File: src/rtl/secuenciador_escritura.sv
// secuenciador_escritura: address/data byte sequencer for register writes; ESCRITURA_RANGO_EN enables the sticky range-error flag
module secuenciador_escritura #(
  parameter int                 N_REG          = 9,
  parameter int                 CW             = 7,
  parameter logic [N_REG*8-1:0] ADDR_TABLE     = {8'd65,8'd66,8'd67,8'd38,8'd37,8'd36,8'd33,8'd34,8'd35},
  parameter logic [N_REG-1:0]   ONE_BASED_MASK = 9'b000011000,
  parameter logic [7:0]         PROG_ADDR      = 8'hF0,
  parameter logic [7:0]         PROG_DATA      = 8'hFF
) (
  input  logic                  clk,
  input  logic                  rst_n,
  input  logic                  start,
  input  logic                  prog,
  input  logic                  pausa,
  input  logic [N_REG*CW-1:0]   valores,
  input  logic                  ack,
  output logic [7:0]            salida_e,
  output logic                  A_D,
  output logic                  valid,
  output logic                  busy,
  output logic                  done,
  output logic [3:0]            indice,
  output logic                  err
);
  typedef enum logic [1:0] {IDLE, ADDR, DATA, FIN} state_t;
  localparam logic [3:0] LAST = 4'(N_REG - 1);
  state_t              state_q;
  logic [N_REG*CW-1:0] vals_q;
  logic                prog_q;
  logic [3:0]          idx_q;
  logic [7:0]          salida_q;
  logic                ad_q, valid_q, busy_q, done_q, err_q;
  logic [CW-1:0]       val_d;
  logic [CW:0]         v_d;
  logic                ovf_d;
  logic [7:0]          data_d, addr_d;
  logic [3:0]          idx_n_d;
  always_comb begin
    val_d   = vals_q[int'(idx_q)*CW +: CW];
    v_d     = {1'b0, val_d} + {{CW{1'b0}}, ONE_BASED_MASK[idx_q]};
    ovf_d   = v_d > (CW+1)'(99);
    data_d  = ovf_d ? 8'hFF : {4'(v_d / (CW+1)'(10)), 4'(v_d % (CW+1)'(10))};
    idx_n_d = idx_q == LAST ? idx_q : idx_q + 4'd1;
    addr_d  = ADDR_TABLE[int'(idx_n_d)*8 +: 8];
  end
  // Outputs are registered: each transition loads the byte for the state being entered.
  always_ff @(posedge clk) begin
    if (!rst_n) begin
      state_q  <= IDLE;
      vals_q   <= '0;
      prog_q   <= 1'b0;
      idx_q    <= '0;
      salida_q <= 8'hFF;
      ad_q     <= 1'b0;
      valid_q  <= 1'b0;
      busy_q   <= 1'b0;
      done_q   <= 1'b0;
      err_q    <= 1'b0;
    end else if (!pausa) begin
      done_q <= 1'b0;
      case (state_q)
        IDLE: if (start) begin
          state_q  <= ADDR;
          vals_q   <= valores;
          prog_q   <= prog;
          idx_q    <= '0;
          salida_q <= prog ? PROG_ADDR : ADDR_TABLE[7:0];
          ad_q     <= 1'b0;
          valid_q  <= 1'b1;
          busy_q   <= 1'b1;
          err_q    <= 1'b0;
        end
        ADDR: if (ack) begin
          state_q  <= DATA;
          ad_q     <= 1'b1;
          salida_q <= prog_q ? PROG_DATA : data_d;
`ifdef ESCRITURA_RANGO_EN
          err_q    <= err_q | (ovf_d & ~prog_q);
`endif
        end
        DATA: if (ack) begin
          if (prog_q || idx_q == LAST) begin
            state_q  <= FIN;
            salida_q <= 8'hFF;
            ad_q     <= 1'b0;
            valid_q  <= 1'b0;
            busy_q   <= 1'b0;
            done_q   <= 1'b1;
          end else begin
            state_q  <= ADDR;
            idx_q    <= idx_n_d;
            salida_q <= addr_d;
            ad_q     <= 1'b0;
          end
        end
        FIN: state_q <= IDLE;
        default: state_q <= IDLE;
      endcase
    end
  end
  assign salida_e = salida_q;
  assign A_D      = ad_q;
  assign valid    = valid_q;
  assign busy     = busy_q;
  assign done     = done_q;
  assign indice   = idx_q;
  assign err      = err_q;
endmodule
File: config.mk
export PLATFORM = sky130hd
export DESIGN_NAME = secuenciador_escritura
export DESIGN_NICKNAME = d
export VERILOG_FILES = /design/src/rtl/secuenciador_escritura.sv
export SDC_FILE = /design/constraint.sdc
export NUM_CORES = 1
export LEC_CHECK = 0
export CAP_MARGIN = 5
export CORE_ASPECT_RATIO = 0.8
export CORE_MARGIN = 4
export CORE_UTILIZATION = 54
export CTS_CLUSTER_SIZE = 12
export DETAILED_ROUTE_END_ITERATION = 10
export GPL_TIMING_DRIVEN = 0
export HOLD_SLACK_MARGIN = 0.06
export PLACE_DENSITY = 0.81
export SYNTH_ARGS = -nofsm -noshare
export SYNTH_HDL_FRONTEND = slang
export SYNTH_SLANG_ARGS = --single-unit
File: constraint.sdc
create_clock -name clk -period 5.26 [get_ports clk]
set_input_delay 1.052 -clock clk [delete_from_list [all_inputs] [get_ports clk]]
set_output_delay 1.052 -clock clk [all_outputs]
set_load 0.01 [all_outputs]
# Word-level counts from Yosys, hierarchy flattened
# Memories as Yosys holds them, arrays and structs flattened. A register that Yosys moved wholly into a read port is not among the register bits.
# Index checks and enable logic that the tools add are counted.
# op_classes
addsub	2
mul	1
div	2
n_lt_le_gt_ge	2
n_eq_ne	9
n_shift	2
mux	32
bitwise	1
reduce_logical	9
# op_table
operator	count
72-bit by 8-bit variable part select with 8-bit output (first input constant)	1
63-bit by 8-bit variable part select with 7-bit output	1
8-bit two-way mux	7
4-bit two-way mux	6
8-bit case mux with 3 select lines	1
5-bit AND reduction	3
1-bit two-way mux	10
2-bit inequality test (second input constant)	5
7-bit by 1-bit adder with 8-bit output	1
8-bit by 4-bit divider with 8-bit output (second input constant)	1
8-bit by 7-bit > comparator with 1-bit output (second input constant)	1
8-bit by 4-bit remainder unit with 8-bit output (second input constant)	1
2-bit two-way mux	4
2-bit case mux with 4 select lines	1
4-bit case mux with 2 select lines	1
4-bit by 3-bit multiplier with 7-bit output (second input constant)	1
4-bit by 5-bit < comparator with 1-bit output (second input constant)	1
4-bit by 1-bit adder with 4-bit output (second input constant)	1
2-bit equality test (second input constant)	2
4-bit equality test (second input constant)	1
4-bit AND reduction	1
1-bit case mux with 3 select lines	1
3-bit AND reduction	1
3-bit nonzero test	1
6 further kinds	6
# totals
ff_bits	81
romBits	16
in_bits	69
out_inout_bits	17
elab_cells	69
memories	1
# mem_list
memory	words	word_bits	read_ports	rd_ports_with_merged_regs	write_ports	line	rtl
(no name shown)	16	1	1	1	0	40	v_d = {1'b0, val_d} + {{CW{1'b0}}, ONE_BASED_MASK[idx_q]};

# Longest topological paths before layout
# Gate-level depths: netlist (run 1).
# depth
word_depth	8
depth_mapped	22

# Worst setup path after synthesis (run 1)
# Ideal clock, no wire load.
# synth_path
path_kind	register to register
from	reg idx_q[0] (netlist: indice[0])
to	reg salida_q[3] (netlist: salida_e[3])
arrival_time_ps	4140
required_ps	5202
slack_ps	1062
path_stages_with_launch	23
period_less_slack_ps	4198
cell_sequence	dfxtp_1 > buf_6 > buf_12 > buf_4 > buf_4 > mux4_2 > mux2i_1 > o21ai_0 > ha_1 > ha_1 > inv_1 > a211o_1 > buf_2 > nor3_1 > or3_1 > o211ai_1 > nand3_1 > nor3_2 > nor2_1 > ha_1 > or3b_1 > mux2_2 > nand2_1
# synth_via
elab_chain_len	8
# synth_rtl
item	line	rtl
from (decl)	30	logic [3:0] idx_q;
from (signal assigned)	91	idx_q <= idx_n_d;
4-bit by 3-bit multiplier with 7-bit output	39	val_d = vals_q[int'(idx_q)*CW +: CW];
63-bit by 8-bit variable part select with 7-bit output	39	
7-bit by 1-bit adder with 8-bit output	40	
8-bit by 4-bit remainder unit with 8-bit output / 8-bit by 7-bit > comparator with 1-bit output (equally long branches)	42, 41	
8-bit two-way mux	42	data_d = ovf_d ? 8'hFF : {4'(v_d / (CW+1)'(10)), 4'(v_d % (CW+1)'(10))};
8-bit two-way mux	76	salida_q <= prog_q ? PROG_DATA : data_d;
8-bit two-way mux	73	ADDR: if (ack) begin
8-bit case mux with 3 select lines *	61	case (state_q)
to (signal assigned)	67	salida_q <= prog ? PROG_ADDR : ADDR_TABLE[7:0];
to (signal assigned)	76	
to (signal assigned)	92	salida_q <= addr_d;
to (decl)	31	logic [7:0] salida_q;
# Mark *: on every way between the ends. The rest lies on a longest branch, timed or not. The select of a mux whose other input is x is not followed.
# A chain may end at the register's enable or synchronous reset.

# Worst setup path in the final report (run 1)
# Ends and elaborated chain as after synthesis.

==> results of run 1 <==
==> state kept, by name, indices dropped and copies added (netlist names), named ones only <==
| register | count |
|---|---|
| done | 1 |
| prog_q | 1 |
| salida_e | 8 |
| vals_q | 63 |
| indice | 4 |
| busy | 1 |
| state_q | 2 |
| A_D | 1 |
==> final cells by class <==
| type | count | area [µm²] | share of cell area, % |
|---|---|---|---|
| multi-input combinational | 472 | 3029 | 48.62 |
| tap | 112 | 140.1 | 2.249 |
| clock buffer | 10 | 229.0 | 3.675 |
| sequential | 82 | 1642 | 26.35 |
| inverter | 16 | 60.06 | 0.9640 |
| buffer | 42 | 224.0 | 3.595 |
| clock inverter | 6 | 65.06 | 1.044 |
| timing repair buffer | 84 | 840.8 | 13.50 |
==> cell usage in the layout (no fill, tap or decap), types with 6 or more instances in the layout <==
cell and n:
a211oi_1 11, a21boi_0 67, a21oi_1 18, and2_1 10, clkbuf_1 29, clkbuf_16 9
clkdlybuf4s50_1 84, dfxtp_1 82, ha_1 10, inv_1 16, mux2_2 6, nand2_1 168
nand3_1 9, nor2_1 33, nor2b_1 9, nor3_1 6, o21ai_0 14
==> tightest hold or removal path: stages (launching register included) <==
cell      delay [ns]
dfxtp_1         0.31
nand2_1         0.04
a21boi_0        0.06
==> how the worst max path moves through the flow <==
| stage | slack (ns) | endpoint | cells past startpoint | startpoint |
|---|---|---|---|---|
| finish | 0.58 | salida_e[3]$_SDFFE_PN1P_ | 22 | indice[0]$_SDFFE_PN0P_ |
| global route | 0.26 | salida_e[3]$_SDFFE_PN1P_ | 22 | indice[0]$_SDFFE_PN0P_ |
| CTS | 0.60 | salida_e[3]$_SDFFE_PN1P_ | 22 | indice[0]$_SDFFE_PN0P_ |
| detailed placement | 0.64 | salida_e[3]$_SDFFE_PN1P_ | 22 | indice[0]$_SDFFE_PN0P_ |
| global placement | 0.67 | salida_e[3]$_SDFFE_PN1P_ | 22 | indice[0]$_SDFFE_PN0P_ |
| floorplan | 1.06 | salida_e[3]$_SDFFE_PN1P_ | 22 | indice[0]$_SDFFE_PN0P_ |
==> through the flow <==
stage | util (%) | worst slack, ns
floorplan | - | 1.062
global placement | 68.16 | 0.6662
detailed placement | 68.16 | 0.6370
CTS | 71.54 | 0.5984
global route | 71.54 | 0.2577
finish | 71.54 | 0.5838
==> power groups by stage <==
stage | combinational [W] | clock, W | sequential (W)
finish | 0.000315 | 0.000635 | 0.000683
global route | 0.000345 | 0.000664 | 0.000687
CTS | 0.000312 | 0.000639 | 0.000683
detailed placement | 0.000310 | 0 | 0.000696
global placement | 0.000301 | 0 | 0.000694
floorplan | 0.000175 | 0 | 0.000695
==> metal layers <==
layer / wire length (µm) / global-route usage (%)
met5: 0 / 0
met2: 6894 / 45.62
met3: 1032 / 5.602
met1: 6307 / 37.78
met4: 210 / 7.331
==> kinds of logic after synthesis <==
kind of cell | synth area share, %
AO/OA/AOI/OAI | 28.21
XOR/XNOR | 0.7072
adder cells (fa/ha/maj) | 2.525
buffers and inverters | 5.732
flip-flops | 33.13
multiplexers | 6.035
other | 0.07568
AND/OR/NAND/NOR | 23.59
==> synthesized netlist by cell type (3+ instances only) <==
master	count	share of area (%)
nor3_1	6	0.61
o311ai_0	4	0.71
a211oi_4	3	1.2
mux4_2	5	2.3
nor2b_1	9	1.1
o211ai_1	5	0.76
nand3_1	9	0.91
buf_6	3	0.68
mux4_1	3	1.6
clkbuf_1	28	2.1
o31a_1	3	0.53
o22ai_1	3	0.38
nor2_1	33	2.5
o41ai_2	3	0.98
nand2_1	168	13
buf_4	5	0.76
a22o_1	3	0.53
dfxtp_1	82	33
o221ai_1	3	0.53
o31ai_2	3	0.76
mux2i_1	4	0.81
nand4_1	5	0.63
or2_2	3	0.38
o41a_1	4	0.91
o31ai_1	4	0.61
o2111ai_1	3	0.53
ha_1	10	2.5
a211oi_1	11	1.7
a21oi_1	18	1.8
xnor2_1	3	0.53
a21boi_0	67	10
buf_2	3	0.30
a221oi_1	4	0.71
o21ai_0	14	1.4
inv_1	16	1.2
mux2_2	6	1.4
a31oi_1	3	0.38
and2_1	10	1.3
nand2b_1	3	0.38
==> metrics.md, run 1 <==
| Metric | Value |
|---|---|
| CTS root buf | clkbuf_16 |
| Sequential element share of the synthesized area | 33.13% |
| CTS sink count | between 80 and 90 |
| Internal cell power | 0.001180 W |
| # setup viols final | 0 |
| Hold Vio Cnt, Final | 0 |
| Die width | 115.1 µm |
| Leakage power | 2.244 nW |
| GRT Overall Usage | between 20% and 30% |
| Worst hold start | vals_q[45]$_SDFFE_PN0P_ |
| # H-tree levels | 3 |
| Setup crit start kind | register |
| Max FO, Critical Path | 10 |
| IO Pins | 86 |
| Skew-Pair Late Insertion Delay | 0.34 ns |
| WS Path Type | reg -> reg |
| HP Class | reg -> reg |
| Max IR drop VDD | between 0.2 and 0.25 mV |
| Syn Inst Count | about 610 |
| Hold path depth | 2 |
| CTS max path bufs | 2 |
| Register share of total power | between 40% and 50% |
| WHS | 0.4603 ns |
| Final ANT Viol Nets | 0 |
| Critical Path AT | 4.97 ns |
| Fmax | 0.2138 GHz |
| Die H | 93.68 µm |
| Die area | 0.01078 mm² |
| Ratio of cells with drive above 1 in the final layout | 9.410% |
| Total gr overflow | 0 |
| Top delay family on crit path | simple AND/OR/NAND/NOR gates |
| Post-Place Cell Area | 0.005936 mm² |
| Main synth FF type | dfxtp_1 |
| Setup TNS | 0 ns |
| Vias per cell | 5.919 |
| Flops & latches, synth | 82 |
| Clk pwr share | 38.9% |
| Worst-case clock skew | between 0.01 and 0.015 ns |
| Drt initial violations | 351 |
| Switching share of power | 27.70% |
| Tcrit/Tclk final | around 89% |
| Cts-stage hold buffer count | 0 |
| Worst-Margin Slew | 0.9799 ns |
| Vias in the first global route | around 4,800 |
| Initial antenna violation count | 0 |
| DRT Pass-1 Iters | 5 |
| Syn Nets | 691 |
| Clock Pin Slew Worst Setup and Hold Paths | 0.07 ns |
| First-pass GRT wire length | 23,800 µm |
| Most Frequent Cell on Critical Path | ha_1 |
| R2R Setup Slk | 0.58 ns |
| Cells after DPL | 808 |
| I/O Buffers | 84 |
| Fin cells | 824 |
| Row cnt | 30 |
| Cts repair resizes | 0 |
| CP max stage cell | mux4_2 |
| Nets | between 700 and 800 |
| Worst relative slew slack | about a third |
| R2R depth | 22 |
| Post-Route WL | 14,450 µm |
| Design area | slightly above 0.006 mm² |
| Max-cap violations | 0 |
| Largest net degree at the start of global routing | 15 |
| Post-detail-place hpwl | 11,110 µm |
| Psw | 0.0004523 W |
| Synth warnings | 0 |
| Initial core utilization | 56.90% |
| EDFF count, synth | 0 |
| Synth-to-layout area growth | 25.73% |
| CP Capture Type | register |
| Worst reg2reg path startpoint | indice[0]$_SDFFE_PN0P_ |
| N_diodes | 0 |
| Library cells used by synthesis | 74 |
| Residual DRC | 0 |
| Fillers | between 700 and 800 |
| R2r endpoint | salida_e[3]$_SDFFE_PN1P_ |
| Gp weighted congestion | 0.8803 |
| Tot Pwr | ~0.0016 W |
| Worst Path Buf+Inv | 6 |
| Logic pwr share | between 10% and 20% |
| Avg Inst Size Synth | 8.096 µm² |
| Crit path cell chain | buf_6, buf_12, buf_4, buf_4, mux4_2, mux2i_1, o21ai_0, ha_1, ha_1, inv_1, a211o_1, buf_2, nor3_1, or3_1, o211ai_1, nand3_1, nor3_2, nor2_1, ha_1, or3b_1, mux2_2, nand2_1 |
| Core Box Area | 0.008708 mm² |
| TritonCTS buffer count | 9 |
| Post-DR wirelength/cell | ~18 µm |
| Via count | 4,877 |
| CTS tree | built |
| Crit path largest cell delay | 0.53 ns |
| Critical path required time | 5.55 ns |
| Status | finished clean |
| Post-CTS Setup Bufs | 0 |
| Ys async rst share | 0% |
| Post-synthesis cell area | 0.004955 mm² |
| RSZ-0062 raised after global routing | false |
| Fin crit period | 4.676 ns |
| Hold path endpoint | vals_q[45]$_SDFFE_PN0P_ |
| Slew Limit Fails | 0 |
| Pwr dens | 262.1 mW/mm² |
(Power assumes the default switching activity.)
==> run 2, diff against run 1 <==
SKIP_CTS_REPAIR_TIMING = 1   (was unset)
==> results of run 2 <==
Same layout as run 1: the final DEF is identical, and so are final timing and power.
==> run 3, diff against run 2 <==
CORE_MARGIN = 2   (was 4)
CORE_UTILIZATION = 58   (was 54)
PLACE_DENSITY = 0.86   (was 0.81)
clock period = 5.4 ns   (was 5.26 ns; I/O delays follow)
==> metrics.md, run 3 (synthesis results as in run 1) <==
| Metric | Value |
|---|---|
| Status | finished clean |
| CTS tree | built |
| Final ANT Viol Nets | 0 (unchanged) |
| Pwr dens | 227.7 mW/mm² (-13%) |
| CTS sink count | 82 (unchanged) |
| I/O Buffers | 84 (unchanged) |
| Ratio of cells with drive above 1 in the final layout | 9.551% (+0.14 points) |
| Setup crit start kind | register |
| Skew-Pair Late Insertion Delay | 0.36 ns (+0.02 ns) |
| Worst-Margin Slew | 0.9292 ns (-0.05069 ns) |
| Max FO, Critical Path | 10 (unchanged) |
| Largest net degree at the start of global routing | 17 (+2) |
| WS Path Type | reg -> reg |
| First-pass GRT wire length | 21,890 µm (-8.0%) |
| Met1 GRT Util | 41.15% (+3.4 points) |
| Max IR drop VDD | 0.1398 mV (-34%) |
| CTS root buf | clkbuf_8 |
| Total gr overflow | 0 (unchanged) |
| Die H | 86.67 µm (-7.5%) |
| Worst Setup SP | indice[0]$_SDFFE_PN0P_ |
| Die area | 0.009303 mm² (-14%) |
| Worst reg2reg path startpoint | indice[0]$_SDFFE_PN0P_ |
| Met2 Use GR | 48.16% (+2.5 points) |
| CP Capture Type | register |
| Post-detail-place hpwl | 10,210 µm (-8.1%) |
| Switching share of power | 30.73% (+3.0 points) |
| Crit path cell chain | buf_6, buf_12, buf_4, buf_4, mux4_2, mux2i_1, o21ai_0, ha_1, ha_1, inv_1, a211o_1, buf_2, nor3_1, or3_1, o211ai_1, nand3_1, nor3_2, nor2_1, ha_1, or3b_1, mux2_2, nand2_1 |
| Most Frequent Cell on Critical Path | ha_1 |
| Leakage power | 2.195 nW (-2.2%) |
| Row cnt | 30 (unchanged) |
| Max reg flops | 63 (unchanged) |
| Vias in the first global route | 4,549 (-5.5%) |
| Residual DRC | 0 (unchanged) |
| Dpl ws | 0.6919 ns (+0.05483 ns) |
| N_diodes | 0 (unchanged) |
| R2R Setup Slk | 0.64 ns (+0.06 ns) |
| Fin crit period | 4.761 ns (+0.08493 ns) |
| Critical Path AT | 5.07 ns (+0.10 ns) |
| Initial antenna violation count | 0 (unchanged) |
| Vias per cell | 5.860 (-0.98%) |
| Worst Path Buf+Inv | 6 (unchanged) |
| Worst hold start | vals_q[25]$_SDFFE_PN0P_ |
| # setup viols final | 0 (unchanged) |
| Top delay family on crit path | simple AND/OR/NAND/NOR gates |
| Crit path largest cell delay | 0.52 ns (about the same) |
| CTS max path bufs | 2 (unchanged) |
| Worst relative slew slack | 37.37% (+2.9 points) |
| Hold Vio Cnt, Final | 0 (unchanged) |
| Slew Limit Fails | 0 (unchanged) |
| DRT Pass-1 Iters | 5 (unchanged) |
| Commonest cells after routing, fill and taps aside | nand2_1 (168), clkdlybuf4s50_1 (84), dfxtp_1 (82) |
| HP Class | reg -> reg |
| Synth-to-layout area growth | 23.54% |
| RSZ-0062 raised after global routing | false |
| Psw | 0.0004283 W (-5.3%) |
| TritonCTS buffer count | 9 (unchanged) |
| Critical path required time | 5.71 ns (+0.16 ns) |
| Internal cell power | 0.0009654 W (-18%) |
| Post-Route WL | 13,370 µm (-7.4%) |
| Via count | 4,829 (-0.98%) |
| Register share of total power | 47.7% (+5.9 points) |
| Initial core utilization | 59.19% (+2.3 points) |
| Drt initial violations | 320 (-8.8%) |
| Nets | 786 (unchanged) |
| GRT Overall Usage | 29.89% (+1.9 points) |
| Clock Pin Slew Worst Setup and Hold Paths | 0.09 ns (+0.02 ns) |
| Logic pwr share | 21.7% (+2.4 points) |
| GR peak layer | met2 |
| Fmax | 0.2100 GHz (-1.8%) |
| Post-DR wirelength/cell | 16.23 µm (-7.4%) |
| Worst-case clock skew | 0.007438 ns (-0.002784 ns) |
| Tcrit/Tclk final | 88.17% (-0.73 points) |
| Met3 GRT Util | 6.391% (+0.79 points) |
| Post-route worst setup slack | 0.6389 ns (+0.05507 ns) |
| IO Pins | 86 (unchanged) |
| CP max stage cell | mux4_2 |
| # H-tree levels | 3 (unchanged) |
| Max-cap violations | 0 (unchanged) |
| Die width | 107.3 µm (-6.7%) |
| Setup TNS | 0 ns (unchanged) |
| Biggest register | vals_q |
| Most common cell after layout, fill and taps aside | nand2_1 |
| Clk pwr share | 30.6% (-8.3 points) |
| Core Box Area | 0.008371 mm² (-3.9%) |
| Gp weighted congestion | 0.8713 (-1.0%) |
[run 3: cell count changes in the layout (fill, tap and decap cells not counted)]
cell	delta
clkbuf_16	-9
clkbuf_8	+9
inv_8	+2
bufinv_16	-1
clkbuf_1	-1
clkinv_2	-1
clkinv_4	+1
[run 3: through the flow]
step	cells	instance area, µm²	util (%)	hold WS (ns)	total power (W)
floorplan	612	4955	-	0.4386	0.0008474
global placement	808	5936	70.91	0.4456	0.0009656
detailed placement	808	5936	70.91	0.4549	0.0009754
CTS	824	6121	73.12	0.4681	0.001392
global route	824	6121	73.12	0.4955	0.001454
finish	824	6121	73.12	0.4672	0.001394
[run 3: worst register-to-register path, delay by kind of cell, from the launching register on]
kind	cells	cell delay, ns
AND/OR/NAND/NOR	7	1.33
flip-flops	1	0.43
buffers and inverters	6	1.05
AO/OA/AOI/OAI	3	0.33
adder cells (fa/ha/maj)	3	0.62
multiplexers	3	0.93
[run 3: power groups by stage]
| stage | registers (W) | logic (W) | clock network, W |
|---|---|---|---|
| 2_1_floorplan | 0.000677 | 0.000171 | 0 |
| 3_5_place_dp | 0.000679 | 0.000297 | 0 |
| 3_3_place_gp | 0.000676 | 0.000289 | 0 |
| 4_1_cts | 0.000665 | 0.000299 | 0.000429 |
| 5_1_grt | 0.000669 | 0.000332 | 0.000453 |
| 6_report | 0.000665 | 0.000302 | 0.000427 |
[run 3: area by class of cell]
cell class              instances  area, µm²
inverters                      16      60.06
fillers                       633       2250
plain buffers                  42      224.0
well taps                     112      140.1
clock inverters                 7      61.31
clock buffers                   9      123.9
multi-input cells             472       3029
flip-flops and latches         82       1642
repair buffers                 84      840.8
[run 3: layer usage]
layer / part of all wire (%) / vias to the layer above / routed length (µm)
met5: 0 / - / 0
met4: 1.2 / 0 / 160
met3: 7.9 / 15 / 1062
met2: 46 / 217 / 6127
met1: 45 / 2245 / 6024
li1: - / 2352 / -
[run 3: final timing paths]
path / end / depth (start not counted)
worst min register to register: vals_q[25]$_SDFFE_PN0P_ / 2
worst max-delay path: salida_e[3]$_SDFFE_PN1P_ / 22
worst max register to register: salida_e[3]$_SDFFE_PN1P_ / 22
worst min-delay path: vals_q[25]$_SDFFE_PN0P_ / 2
